===== src/rtl/rr_dispatch.sv =====
`default_nettype none
// +--------------------------------------------------------------------+
// | rr_dispatch : round-robin job dispatcher, rotate / arbitrate modes |
// | Optional accepted-job counter enabled by RR_DISPATCH_STATS_EN      |
// | Rev 1.0                                                            |
// +--------------------------------------------------------------------+
module rr_dispatch #(
  parameter int NUM_WRK = 4,
  parameter int CNT_W   = 16
) (
  input  logic                       clk,
  input  logic                       rst,
  input  logic                       mode,
  input  logic                       shift_enable,
  input  logic [NUM_WRK-1:0]         req,
  input  logic                       job_valid,
  output logic                       job_ready,
  input  logic                       ack,
  output logic [NUM_WRK-1:0]         grant,
  output logic                       grant_valid,
  output logic [$clog2(NUM_WRK)-1:0] grant_idx,
  output logic [NUM_WRK-1:0]         mask,
  output logic [CNT_W-1:0]           grant_cnt
);

  localparam int IDX_W = $clog2(NUM_WRK);

  typedef enum logic {IDLE = 1'b0, GRANT = 1'b1} state_t;

  state_t             state_q, state_d;
  logic [NUM_WRK-1:0] grant_q, grant_d;
  logic [NUM_WRK-1:0] mask_q, mask_d;
  logic               grant_valid_q, grant_valid_d;
  logic [IDX_W-1:0]   grant_idx_q, grant_idx_d;
  logic [IDX_W-1:0]   ptr;
  logic [IDX_W-1:0]   win_idx;
  logic [IDX_W-1:0]   cand;
  int                 scan;
  logic               accept;

  always_comb begin
    ptr = '0;
    for (int i = 0; i < NUM_WRK; i++) begin
      if (mask_q[i]) ptr = IDX_W'(i);
    end
  end

  // Scan from the farthest candidate back to the pointer so the nearest one wins.
  always_comb begin
    win_idx = '0;
    scan    = 0;
    cand    = '0;
    for (int k = NUM_WRK - 1; k >= 0; k--) begin
      scan = int'(ptr) + k;
      if (scan >= NUM_WRK) scan = scan - NUM_WRK;
      cand = IDX_W'(scan);
      if (req[cand]) win_idx = cand;
    end
  end

  assign job_ready = (state_q == IDLE) && mode && (|req);
  assign accept    = job_valid && job_ready;

  always_comb begin
    state_d       = state_q;
    grant_d       = grant_q;
    grant_valid_d = grant_valid_q;
    grant_idx_d   = grant_idx_q;
    mask_d        = mask_q;
    case (state_q)
      IDLE: begin
        if (!mode) begin
          if (shift_enable) mask_d = {mask_q[NUM_WRK-2:0], mask_q[NUM_WRK-1]};
        end else if (accept) begin
          grant_d          = '0;
          grant_d[win_idx] = 1'b1;
          grant_idx_d      = win_idx;
          grant_valid_d    = 1'b1;
          state_d          = GRANT;
        end
      end
      GRANT: begin
        if (ack) begin
          grant_d       = '0;
          grant_valid_d = 1'b0;
          mask_d        = {grant_q[NUM_WRK-2:0], grant_q[NUM_WRK-1]};
          state_d       = IDLE;
        end
      end
    endcase
  end

  always_ff @(posedge clk or posedge rst) begin
    if (rst) begin
      state_q       <= IDLE;
      grant_q       <= '0;
      grant_valid_q <= 1'b0;
      grant_idx_q   <= '0;
      mask_q        <= {{(NUM_WRK-1){1'b0}}, 1'b1};
    end else begin
      state_q       <= state_d;
      grant_q       <= grant_d;
      grant_valid_q <= grant_valid_d;
      grant_idx_q   <= grant_idx_d;
      mask_q        <= mask_d;
    end
  end

  assign grant       = grant_q;
  assign grant_valid = grant_valid_q;
  assign grant_idx   = grant_idx_q;
  assign mask        = mask_q;

`ifdef RR_DISPATCH_STATS_EN
  logic [CNT_W-1:0] cnt_q, cnt_d;

  // Saturating: holds at all-ones instead of wrapping.
  always_comb begin
    cnt_d = cnt_q;
    if (accept && !(&cnt_q)) cnt_d = cnt_q + CNT_W'(1);
  end

  always_ff @(posedge clk or posedge rst) begin
    if (rst) cnt_q <= '0;
    else     cnt_q <= cnt_d;
  end

  assign grant_cnt = cnt_q;
`else
  assign grant_cnt = '0;
`endif

endmodule
`default_nettype wire


===== config.mk =====
export PLATFORM = sky130hd
export DESIGN_NAME = rr_dispatch
export DESIGN_NICKNAME = d
export VERILOG_FILES = /design/src/rtl/rr_dispatch.sv
export SDC_FILE = /design/constraint.sdc
export NUM_CORES = 1
export LEC_CHECK = 0
export ABC_CLOCK_PERIOD_IN_PS = 5150
export CORE_AREA = 2 2 47 49
export CTS_CLUSTER_SIZE = 14
export DETAILED_ROUTE_END_ITERATION = 10
export DIE_AREA = 0 0 49 51
export GPL_ROUTABILITY_DRIVEN = 1
export PLACE_DENSITY = 0.78
export SLEW_MARGIN = 20
export SYNTH_ARGS = -nofsm -noshare
export SYNTH_HDL_FRONTEND = slang
export SYNTH_SLANG_ARGS = --single-unit

===== constraint.sdc =====
create_clock -name clk -period 5.15 [get_ports clk]
set_clock_uncertainty 0.1 [all_clocks]
set_input_delay 0.515 -clock clk [delete_from_list [all_inputs] [get_ports clk]]
set_output_delay 0.515 -clock clk [all_outputs]
set_load 0.03 [all_outputs]

==> metrics.md <==
| Metric | Value |
|---|---|
| EDFF count, synth | 0 |
| Final setup fails | 0 |
| CP startpoint kind | input port |
| VDD IR max | 223 uV |
| Layout area overhead | 26.7% |
| Most area-consuming cells after synthesis | dfrtp_1 (35%), buf_4 (15%), mux2i_1 (6.4%) |
| Seq cells post-synth | 12 |
| Ant diodes | 0 |
| Die width | between 40 and 50 um |
| DR DRC count | 0 |
| Final GP Congestion | 0.682 |
| Crit path required time | 4.53 ns |
| Slowest stage delay, CP | roughly 0.69 ns |
| CP max FO | 5 |
| WL per Instance | 11.9 um |
| Synth warn | 0 |
| Syn Std Cell Area | ~780 um2 |
| Clk buf depth | 2 |
| Port Buffers | 21 |
| Fin crit period | around 2.6 ns |
| Fin crit share | 50.8% |
| Cell taking the most area after synthesis | dfrtp_1 |
| Clock latency on the worst-skew pair | 0.28 ns |
| # resized after CTS | 0 |
| Fin. max-slew vios | 0 |
| HP Start | grant_idx[1] |
| Fmax | 382 MHz |
| Largest net degree at the start of global routing | 13 |
| Relative slew slack | a little over three fifths |
| Die Ht | 51 um |
| Reg-to-Reg Start | mask[1] |
| Die area | 2500 um2 |
| GRT met1 Usage | between 15 and 20% |
| Most Crowded Layer GR | met2 |
| DR vias/cell | 4.78 |
| Crit path launch | req[1] |
| Cell Count Post-Placement | 134 |
| Pleak | approximately 0.45 nW |
| Crit path arrival time | ~2.0 ns |
| Hpwl dp | 1290 um |
| TritonCTS clock tree | built |
| Hold Crit Class | flop to flop |
| Via count | roughly 660 |
| Top_reg_cell synth | dfrtp_1 |
| Outcome | finished, final reports clean |
| Unique masters post-synth | 26 |
| Clock transition at the registers of the reported paths | approximately 0.080 ns |
| Clock sinks | 12 |
| Worst hold slack | 0.387 ns |
| Maxcap violations | 0 |
| Worst slew pin tran | 0.546 ns |
| CTS Buf Count | 3 |
| Core Util, Final | between 40% and 50% |
| Post-CTS Setup Bufs | 0 |
| Most frequent cells after synthesis | buf_4 (16), nand2_1 (12), dfrtp_1 (11) |
| CP Capture Type | output pin |
| Worst path bufs/invs | 2 |
| Gr usage total | between 10% and 20% |
| CP top delay family | buffers and inverters |
| Core footprint | 2060 um2 |
| H-Tree Depth | 1 |
| Detailed Routing Iterations Pass 1 | 4 |
| Top Ports | 38 |
| Crit-path cells | clkdlybuf4s50_1 > nor2_1 > a21oi_2 > clkdlybuf4s50_1 |
| Seq/Total Area, Yosys | 38.7% |
| Initial Utilization | a little under two fifths |
| RSZ-0062 raised after global routing | false |
| Share of layout cells above drive strength 1 | 6.36% |
| Routed WL | 1640 um |
| Share of flip-flops with an asynchronous set or reset | 100% |
| Gr ovfl total | 0 |
| First-pass GRT wire length | 2820 um |
| Most common cell in the netlist | buf_4 |
| PwrDens | 548 nW/um2 |
| Setup TNS Final | 0 ns |
| Avg Inst Size Synth | 8.84 um2 |
| Number of buffers inserted by hold repair at cts | 0 |
| Crit Path Class | input port to output pin |
| Cell Rows | 17 |
| Final ANT Viol Nets | 0 |
| Most used cell, CP | clkdlybuf4s50_1 |
| Slowest library cell on the worst path | clkdlybuf4s50_1 |
| Gate Count Post-Synth | 88 |
| Layout Cells excl Fill | about 140 |
| Root buf cell | clkbuf_4 |
| Antenna violations before repair | 0 |
| Top-area cell type share of the netlist area | between 30% and 40% |
| Final Hold Viols | 0 |
| Vias in the first global route | around 580 |
| GRT met2 Usage | 26.3% |
| Met3 Use GR | 5.26% |
| DRT iter0 DRCs | 13 |
| Nets | 121 |
## where the power goes
group | internal, mW | total, mW | switching (mW)
logic | 0.120 | 0.283 | 0.163
registers | 0.133 | 0.182 | 0.0488
clock network | 0.0430 | 0.0751 | 0.0321
## placed cells by master (no fill, tap or decap)
| master | n |
|---|---|
| mux2i_1 | 5 |
| inv_1 | 3 |
| o22ai_1 | 1 |
| nand2b_1 | 2 |
| o31ai_1 | 2 |
| or3b_1 | 1 |
| nor2_1 | 5 |
| or2_1 | 1 |
| a21oi_2 | 1 |
| clkdlybuf4s50_1 | 21 |
| dfstp_2 | 1 |
| clkbuf_8 | 1 |
| a32o_1 | 2 |
| clkbuf_4 | 3 |
| a21oi_1 | 3 |
| nand3_1 | 3 |
| a22o_1 | 1 |
| a2111oi_0 | 1 |
| a21boi_1 | 1 |
| nor2b_1 | 3 |
| nand2_1 | 12 |
| conb_1 | 16 |
| mux2i_2 | 1 |
| nor3b_1 | 1 |
| a21o_1 | 2 |
| dfrtp_1 | 11 |
| o21ai_0 | 6 |
## metrics by stage
stage	worst slack (ns)	total power, mW	area, um2
CTS	2.54	0.543	986
global route	2.47	0.576	986
floorplan	3.34	0.369	835
global placement	2.56	0.459	950
finish	2.53	0.540	986
detailed placement	2.54	0.468	950
## tightest hold or removal path: stages (launching register included)
cell and delay [ns]:
dfrtp_1 0.35, nand2_1 0.05, nand2_1 0.05
## path summary, 6_finish.rpt
check,to,slack [ns],cells past startpoint
min,grant_idx[1],0.39,2
min in group asynchronous,grant[1],0.44,2
max,job_ready,2.53,4
min reg2reg,grant_idx[1],0.39,2
max in group asynchronous,mask[0],4.16,2
max reg2reg,grant[3],3.33,5
## cells by family (layout without fill, tap and decap cells)
logic type	Yosys count	count (layout)	share of synthesized area [%]
flops	12	12	38.7
buf+inv	21	28	18.2
other cells	1	16	0.482
compound gates	20	20	17.4
simple gates	28	28	17.0
mux	6	6	8.20
## area by class of cell
type / count / area [um2]
timing repair buffer: 21 / 210
multi-input combinational: 70 / 392
clock buffer: 4 / 36.3
inverter: 3 / 11.3
sequential: 12 / 302
tap: 28 / 35.0
fill: 219 / 1080
## sequential cells by signal (all words and copies together) (netlist names)
signal       cells
grant            4
grant_idx        2
grant_valid      1
mask             4
state_q          1
## layer usage
metal  vias to the layer above  share of wire, %
li1                        317                 -
met2                        28                50
met5                         -                 0
met4                         0               1.7
met3                         3               7.6
met1                       311                40
Note: power is estimated with default switching activity, not from simulation.
